**config.mk**
```make
export PLATFORM = sky130hd
export DESIGN_NAME = sprite_row_fetcher_flat
export DESIGN_NICKNAME = d
export VERILOG_FILES = /design/src/rtl/sprite_row_fetcher_if.sv /design/src/rtl/sprite_row_fetcher.sv /design/src/flat_wrapper.sv
export SDC_FILE = /design/constraint.sdc
export NUM_CORES = 1
export LEC_CHECK = 0
export ABC_AREA = 1
export CORE_MARGIN = 1
export CORE_UTILIZATION = 51
export DETAILED_ROUTE_END_ITERATION = 10
export HOLD_SLACK_MARGIN = 0.12
export PLACE_DENSITY_LB_ADDON = 0.25
export SETUP_SLACK_MARGIN = 0.3
export SYNTH_ARGS = -nofsm -noshare
export SYNTH_HDL_FRONTEND = slang
export SYNTH_SLANG_ARGS = --single-unit
```
**constraint.sdc**
```tcl
create_clock -name clk -period 2.24 [get_ports clk]
set_input_delay 0.56 -clock clk [delete_from_list [all_inputs] [get_ports clk]]
set_output_delay 0.56 -clock clk [all_outputs]
set_load 0.02 [all_outputs]
```
**src/rtl/sprite_row_fetcher_if.sv**
```systemverilog
// Bundle of line-request, ROM and pixel signals between timing, sprite ROM and colour mapper.
// Suffixes are from the fetcher's point of view (slave modport).
interface sprite_row_fetcher_if #(
  parameter int COORD_W = 10,
  parameter int IDX_W   = 4,
  parameter int ADDR_W  = 8
);
  logic               line_start_i;
  logic [COORD_W-1:0] next_y_i;
  logic [COORD_W-1:0] sprite_x_i;
  logic [COORD_W-1:0] sprite_y_i;
  logic               sprite_en_i;
  logic               flash_i;
  logic [ADDR_W-1:0]  rom_addr_o;
  logic [IDX_W-1:0]   rom_q_i;
  logic [COORD_W-1:0] draw_x_i;
  logic               pixel_valid_o;
  logic [IDX_W-1:0]   pixel_idx_o;
  logic               busy_o;

  modport slave (
    input  line_start_i, next_y_i, sprite_x_i, sprite_y_i, sprite_en_i, flash_i,
    input  rom_q_i, draw_x_i,
    output rom_addr_o, pixel_valid_o, pixel_idx_o, busy_o
  );

  modport master (
    output line_start_i, next_y_i, sprite_x_i, sprite_y_i, sprite_en_i, flash_i,
    output rom_q_i, draw_x_i,
    input  rom_addr_o, pixel_valid_o, pixel_idx_o, busy_o
  );
endinterface

```
**src/rtl/sprite_row_fetcher.sv**
```systemverilog
// Fetches one sprite row per line_start into a line buffer (one ROM read/cycle, 16 cycles),
// then emits a registered palette index one cycle after draw_x; no backpressure, line_start restarts.
module sprite_row_fetcher #(
  parameter int SPRITE_W = 16,
  parameter int SPRITE_H = 16,
  parameter int IDX_W    = 4,
  parameter int COORD_W  = 10
) (
  input logic               clk,
  input logic               rst,
  sprite_row_fetcher_if.slave bus
);
  localparam int COL_W = $clog2(SPRITE_W);
  localparam int ROW_W = $clog2(SPRITE_H);

  typedef enum logic [1:0] {
    IDLE  = 2'd0,
    FETCH = 2'd1,
    READY = 2'd2
  } state_t;

  state_t             state_q, state_d;
  logic [COL_W-1:0]   col_q, col_d;
  logic [ROW_W-1:0]   row_q, row_d;
  logic               row_valid_q, row_valid_d;
  logic [COORD_W-1:0] latched_x_q, latched_x_d;
  logic               pixel_valid_q, pixel_valid_d;
  logic [IDX_W-1:0]   pixel_idx_q, pixel_idx_d;
  logic [IDX_W-1:0]   buf_q [SPRITE_W];

  logic [COORD_W-1:0] row_diff;
  logic               hit;
  logic [COORD_W:0]   off;
  logic               in_range;
  logic [IDX_W-1:0]   px;

  assign row_diff = bus.next_y_i - bus.sprite_y_i;
  assign hit      = bus.sprite_en_i && (bus.next_y_i >= bus.sprite_y_i)
                    && (row_diff < COORD_W'(SPRITE_H));

  always_ff @(posedge clk or posedge rst) begin
    if (rst) begin
      state_q       <= IDLE;
      col_q         <= '0;
      row_q         <= '0;
      row_valid_q   <= 1'b0;
      latched_x_q   <= '0;
      pixel_valid_q <= 1'b0;
      pixel_idx_q   <= '0;
    end else begin
      state_q       <= state_d;
      col_q         <= col_d;
      row_q         <= row_d;
      row_valid_q   <= row_valid_d;
      latched_x_q   <= latched_x_d;
      pixel_valid_q <= pixel_valid_d;
      pixel_idx_q   <= pixel_idx_d;
    end
  end

  // Buffer is not reset; row_valid_q masks whatever it holds.
  always_ff @(posedge clk) begin
    if (state_q == FETCH && !bus.line_start_i) begin
      buf_q[col_q] <= bus.rom_q_i;
    end
  end

  always_comb begin
    state_d     = state_q;
    col_d       = col_q;
    row_d       = row_q;
    row_valid_d = row_valid_q;
    latched_x_d = latched_x_q;
    if (bus.line_start_i) begin
      // A new request always wins, including over a fetch in progress.
      row_valid_d = 1'b0;
      col_d       = '0;
      if (hit) begin
        state_d     = FETCH;
        row_d       = row_diff[ROW_W-1:0];
        latched_x_d = bus.sprite_x_i;
      end else begin
        state_d = READY;
      end
    end else if (state_q == FETCH) begin
      col_d = col_q + 1'b1;
      if (col_q == COL_W'(SPRITE_W - 1)) begin
        state_d     = READY;
        row_valid_d = 1'b1;
      end
    end
  end

  always_comb begin
    bus.rom_addr_o = '0;
    bus.busy_o     = 1'b0;
    if (state_q == FETCH) begin
      bus.rom_addr_o = {row_q, col_q};
      bus.busy_o     = 1'b1;
    end

    // One extra bit keeps sprites near the right edge from wrapping to column 0.
    off      = {1'b0, bus.draw_x_i} - {1'b0, latched_x_q};
    in_range = row_valid_q && (state_q == READY) && (bus.draw_x_i >= latched_x_q)
               && (off < (COORD_W + 1)'(SPRITE_W));
    px       = buf_q[off[COL_W-1:0]];

    pixel_valid_d = 1'b0;
    pixel_idx_d   = '0;
    if (in_range && px != IDX_W'(1)) begin
      pixel_valid_d = 1'b1;
      if (bus.flash_i && px == IDX_W'(0)) begin
        pixel_idx_d = IDX_W'(2);
      end else if (bus.flash_i && px == IDX_W'(2)) begin
        pixel_idx_d = IDX_W'(0);
      end else begin
        pixel_idx_d = px;
      end
    end
  end

  assign bus.pixel_valid_o = pixel_valid_q;
  assign bus.pixel_idx_o   = pixel_idx_q;
endmodule

```
**src/flat_wrapper.sv**
```systemverilog
// flat-port wrapper written by rule: the top's interface ports become plain ports
module sprite_row_fetcher_flat 
#(
  parameter int SPRITE_W = 16,
  parameter int SPRITE_H = 16,
  parameter int IDX_W    = 4,
  parameter int COORD_W  = 10
)
  (clk, rst, bus_line_start_i, bus_next_y_i, bus_sprite_x_i, bus_sprite_y_i, bus_sprite_en_i, bus_flash_i, bus_rom_q_i, bus_draw_x_i, bus_rom_addr_o, bus_pixel_valid_o, bus_pixel_idx_o, bus_busy_o);
  sprite_row_fetcher_if #(.COORD_W(COORD_W), .IDX_W(IDX_W), .ADDR_W(8)) bus_i ();
  input logic clk;
  input logic rst;
  input wire logic [$bits(bus_i.line_start_i)-1:0] bus_line_start_i;
  input wire logic [$bits(bus_i.next_y_i)-1:0] bus_next_y_i;
  input wire logic [$bits(bus_i.sprite_x_i)-1:0] bus_sprite_x_i;
  input wire logic [$bits(bus_i.sprite_y_i)-1:0] bus_sprite_y_i;
  input wire logic [$bits(bus_i.sprite_en_i)-1:0] bus_sprite_en_i;
  input wire logic [$bits(bus_i.flash_i)-1:0] bus_flash_i;
  input wire logic [$bits(bus_i.rom_q_i)-1:0] bus_rom_q_i;
  input wire logic [$bits(bus_i.draw_x_i)-1:0] bus_draw_x_i;
  output wire logic [$bits(bus_i.rom_addr_o)-1:0] bus_rom_addr_o;
  output wire logic [$bits(bus_i.pixel_valid_o)-1:0] bus_pixel_valid_o;
  output wire logic [$bits(bus_i.pixel_idx_o)-1:0] bus_pixel_idx_o;
  output wire logic [$bits(bus_i.busy_o)-1:0] bus_busy_o;
  assign bus_i.line_start_i = bus_line_start_i;
  assign bus_i.next_y_i = bus_next_y_i;
  assign bus_i.sprite_x_i = bus_sprite_x_i;
  assign bus_i.sprite_y_i = bus_sprite_y_i;
  assign bus_i.sprite_en_i = bus_sprite_en_i;
  assign bus_i.flash_i = bus_flash_i;
  assign bus_i.rom_q_i = bus_rom_q_i;
  assign bus_i.draw_x_i = bus_draw_x_i;
  assign bus_rom_addr_o = bus_i.rom_addr_o;
  assign bus_pixel_valid_o = bus_i.pixel_valid_o;
  assign bus_pixel_idx_o = bus_i.pixel_idx_o;
  assign bus_busy_o = bus_i.busy_o;
  sprite_row_fetcher #(.SPRITE_W(SPRITE_W), .SPRITE_H(SPRITE_H), .IDX_W(IDX_W), .COORD_W(COORD_W)) u_core (.clk(clk), .rst(rst), .bus(bus_i));
endmodule
```
==> results.md, run 1 <==
* Ant diodes at 0
* Most frequent cells in the layout: 166 x nand2_1, 75 x inv_1, 64 x edfxtp_1
* # rows at 35
* DRC at 0
* Yosys reg bits at 90
* Post-layout util at 0.741
* Clk_lat worst skew at 370 ps
* Syn nets at 680
* Top cell type's share of synthesized area at 0.382
* Pre-CTS WS at -843 ps
* Top cell family by delay on the critical path: adder cells
* I/O Buffers at 62
* CP Capture Type: flop
* Clock root cell: clkbuf_8
* Area leader, netlist: edfxtp_1
* Initial Util at 0.535
* Skew final at 16.4 ps
* Final setup viols at 5
* CP Class: in -> reg
* Cell count after synthesis at 605
* Largest net degree at the start of global routing at 33
* Slowest stage delay, CP at 650 ps
* Fin nets at 798
* Status: complete, but fails checks
* Minimum clock period at 2320 ps
* Proportion of layout cells with a drive suffix above 1 at 0.279
* Total gr overflow at 0
* Lkg Pwr at 3.19 nW
* Worst ir drop on vdd at 0.000377 V
* CTS tree: yes
* Worst rel slew slack at 0.530
* Mean post-synth cell area at 8.32 µm²
* Clk sinks at 90
* Final wirelength at 12.9 mm
* First-pass GRT wire length at 20.2 mm
* HPWL Detailed at 8.52 mm
* Worst setup margin at -80.0 ps
* Htree depth at 3
* Hold Violations, Final at 0
* Hold Path Class: reg -> reg
* Post-synthesis sequential area ratio at 0.511
* Max Clock Freq at 431 MHz
* Final ANT Viol Nets at 0
* Worst-path clk slew at 90 ps
* Worst EP required at 2500 ps
* Die Y at 101 µm
* Die Width at 101 µm
* Post-route setup TNS at -381 ps
* RSZ-0062 raised after global routing: yes
* CORE AREA at 0.00942 mm²
* Via-to-Cell Ratio at 5.18
* Synth warnings at 0
* Fin. max-slew vios at 0
* Period utilization at 1.04
* Vias at 4442
* Worst-path cell chain: buf_2 -> inv_12 -> ha_4 -> inv_2 -> fa_2 -> buf_12 -> buf_16 -> nand3_2 -> nand3_1 -> nand2_1 -> nand2_1 -> nand2_2 -> nor2_4 -> nand2_1 -> nand3_2 -> nor2_1
* Max FO, Critical Path at 8
* WP buf/inv at 5
* Yosys cell types at 32
* Post-Syn Area at 0.00504 mm²
* Max-cap violations at 0
* Layout area overhead at 38.5%
* Top cells by area, synth: edfxtp_1 38%, nand2_1 14%, dfrtp_1 13%, nand3_1 8.6%, inv_1 6.7%
* WL/cell at 15.0 µm
* Ports at 63
* Fillers at 653
* Async set-reset flop share out of synthesis at 0.289
* Antenna violations before repair at 0
* Total track usage at 0.259
* Cell mode on critical path: nand2_1
* CP max-delay cell: fa_2
* Startpoint types: primary input
* Drt first pass iters at 5
* CTS Buffer Depth at 2
* Failing checks: setup timing
* EDFF count, synth at 64
* Initial DRC Count at 253
* Die area at 0.0103 mm²
* Number of CTS-inserted buffers at 9
* GP Congestion at 0.901
* Commonest non-fill, non-tap cell in the layout: nand2_1
* Top_reg_cell synth: edfxtp_1
* CP arrival at 2580 ps
* Pwr Density at 708 mW/mm²
* Tightest Pin Transition at 702 ps
* Vias in the first global route at 4335
-- where the power goes --
part | internal (mW) | switching (mW) | total, mW
registers | 1.84 | 0.0365 | 1.87
logic | 0.859 | 1.09 | 1.94
clock network | 0.522 | 0.598 | 1.12
-- through the flow --
stage | std cells | hold WS (ps) | total power, mW | cell area [µm²]
3_5_place_dp | 828 | 461 | 3.42 | 6210
3_3_place_gp | 828 | 455 | 3.39 | 6210
6_report | 857 | 499 | 4.94 | 6970
5_1_grt | 857 | 520 | 5.21 | 6970
4_1_cts | 854 | 492 | 4.70 | 6710
2_1_floorplan | 605 | 442 | 2.89 | 5150
-- synth_stat cells, drive strengths merged, types with 2 or more instances --
| cell type | instances |
|---|---|
| o21ai | 5 |
| nor2 | 54 |
| xor2 | 2 |
| nand2 | 193 |
| edfxtp | 64 |
| o21bai | 3 |
| clkbuf | 2 |
| nor3 | 5 |
| inv | 94 |
| nand3 | 90 |
| fa | 2 |
| a21oi | 15 |
| nand4 | 4 |
| ha | 24 |
| dfrtp | 26 |
| nand3b | 2 |
| o21a | 2 |
| buf | 13 |
-- path summary, 6_finish.rpt --
kind	startpoint	slack [ps]	cells after the start	to
max	bus_draw_x_i[0]	-80	16	u_core.bus.pixel_idx_o[2]
min	u_core.latched_x_q[2]	500	2	u_core.latched_x_q[2]
max reg2reg	u_core.latched_x_q[0]	-80	14	u_core.bus.pixel_idx_o[2]
min reg2reg	u_core.latched_x_q[2]	500	2	u_core.latched_x_q[2]
max in group asynchronous	rst	1400	3	u_core.state_q[0]
min in group asynchronous	rst	550	3	u_core.bus.pixel_valid_o
-- state kept, by name (all words and copies together), names as in the netlist --
register / cells
u_core.buf_q: 64
u_core.bus.pixel_idx_o: 4
u_core.bus.pixel_valid_o: 1
u_core.col_q: 4
u_core.latched_x_q: 10
u_core.row_q: 4
u_core.row_valid_q: 1
u_core.state_q: 2
-- area by class of cell --
class | count | area [µm²] | area share
flip-flops and latches | 90 | 2570 | 0.369
multi-input cells | 407 | 2530 | 0.363
repair buffers | 120 | 1110 | 0.159
inverters | 94 | 395 | 0.0567
well taps | 129 | 161 | 0.0231
clock buffers | 10 | 128 | 0.0183
clock inverters | 6 | 66.3 | 0.00951
repair inverters | 1 | 8.76 | 0.00126
-- logic make-up (layout without fill, tap and decap cells) --
kind of cell | Yosys count | in the layout | share of synthesized area
xor+xnor | 3 | 3 | 0.00671
compound gates | 27 | 27 | 0.0318
simple gates | 350 | 351 | 0.296
fa+ha+maj | 26 | 26 | 0.0676
flops | 90 | 90 | 0.511
buf+inv | 109 | 231 | 0.0867
-- metal layers --
layer	track usage	share of wire	vias to the layer above	wire length (µm)
met3	0.0421	0.062	27	795
met5	0	0	-	0
met1	0.344	0.43	2075	5540
met2	0.428	0.49	155	6260
met4	0.103	0.020	0	257
li1	-	-	2185	-
-- worst reg2reg max path, stage by stage, from the launching register on --
cell and delay [ps]:
dfrtp_1 390, ha_4 140, inv_2 40, fa_2 650
buf_12 140, buf_16 130, nand3_2 80, nand3_1 80
nand2_1 50, nand2_1 70, nand2_2 80, nor2_4 120
nand2_1 80, nand3_2 120, nor2_1 50
-- repair_timing --
action                     CTS  global route
cloned                       4             1
setup endpoints to repair   30            22
pin swaps                   35            32
resized for setup          120            60
hold buffers                 0             0
buffers inserted             6             2
No activity file was read; power rests on OpenSTA's default activity.
==> run 2, diff against run 1 <==
HOLD_SLACK_MARGIN = 0.1   (was 0.12)
==> results of run 2 <==
The final DEF is identical to that of run 1; final timing and power are the same.
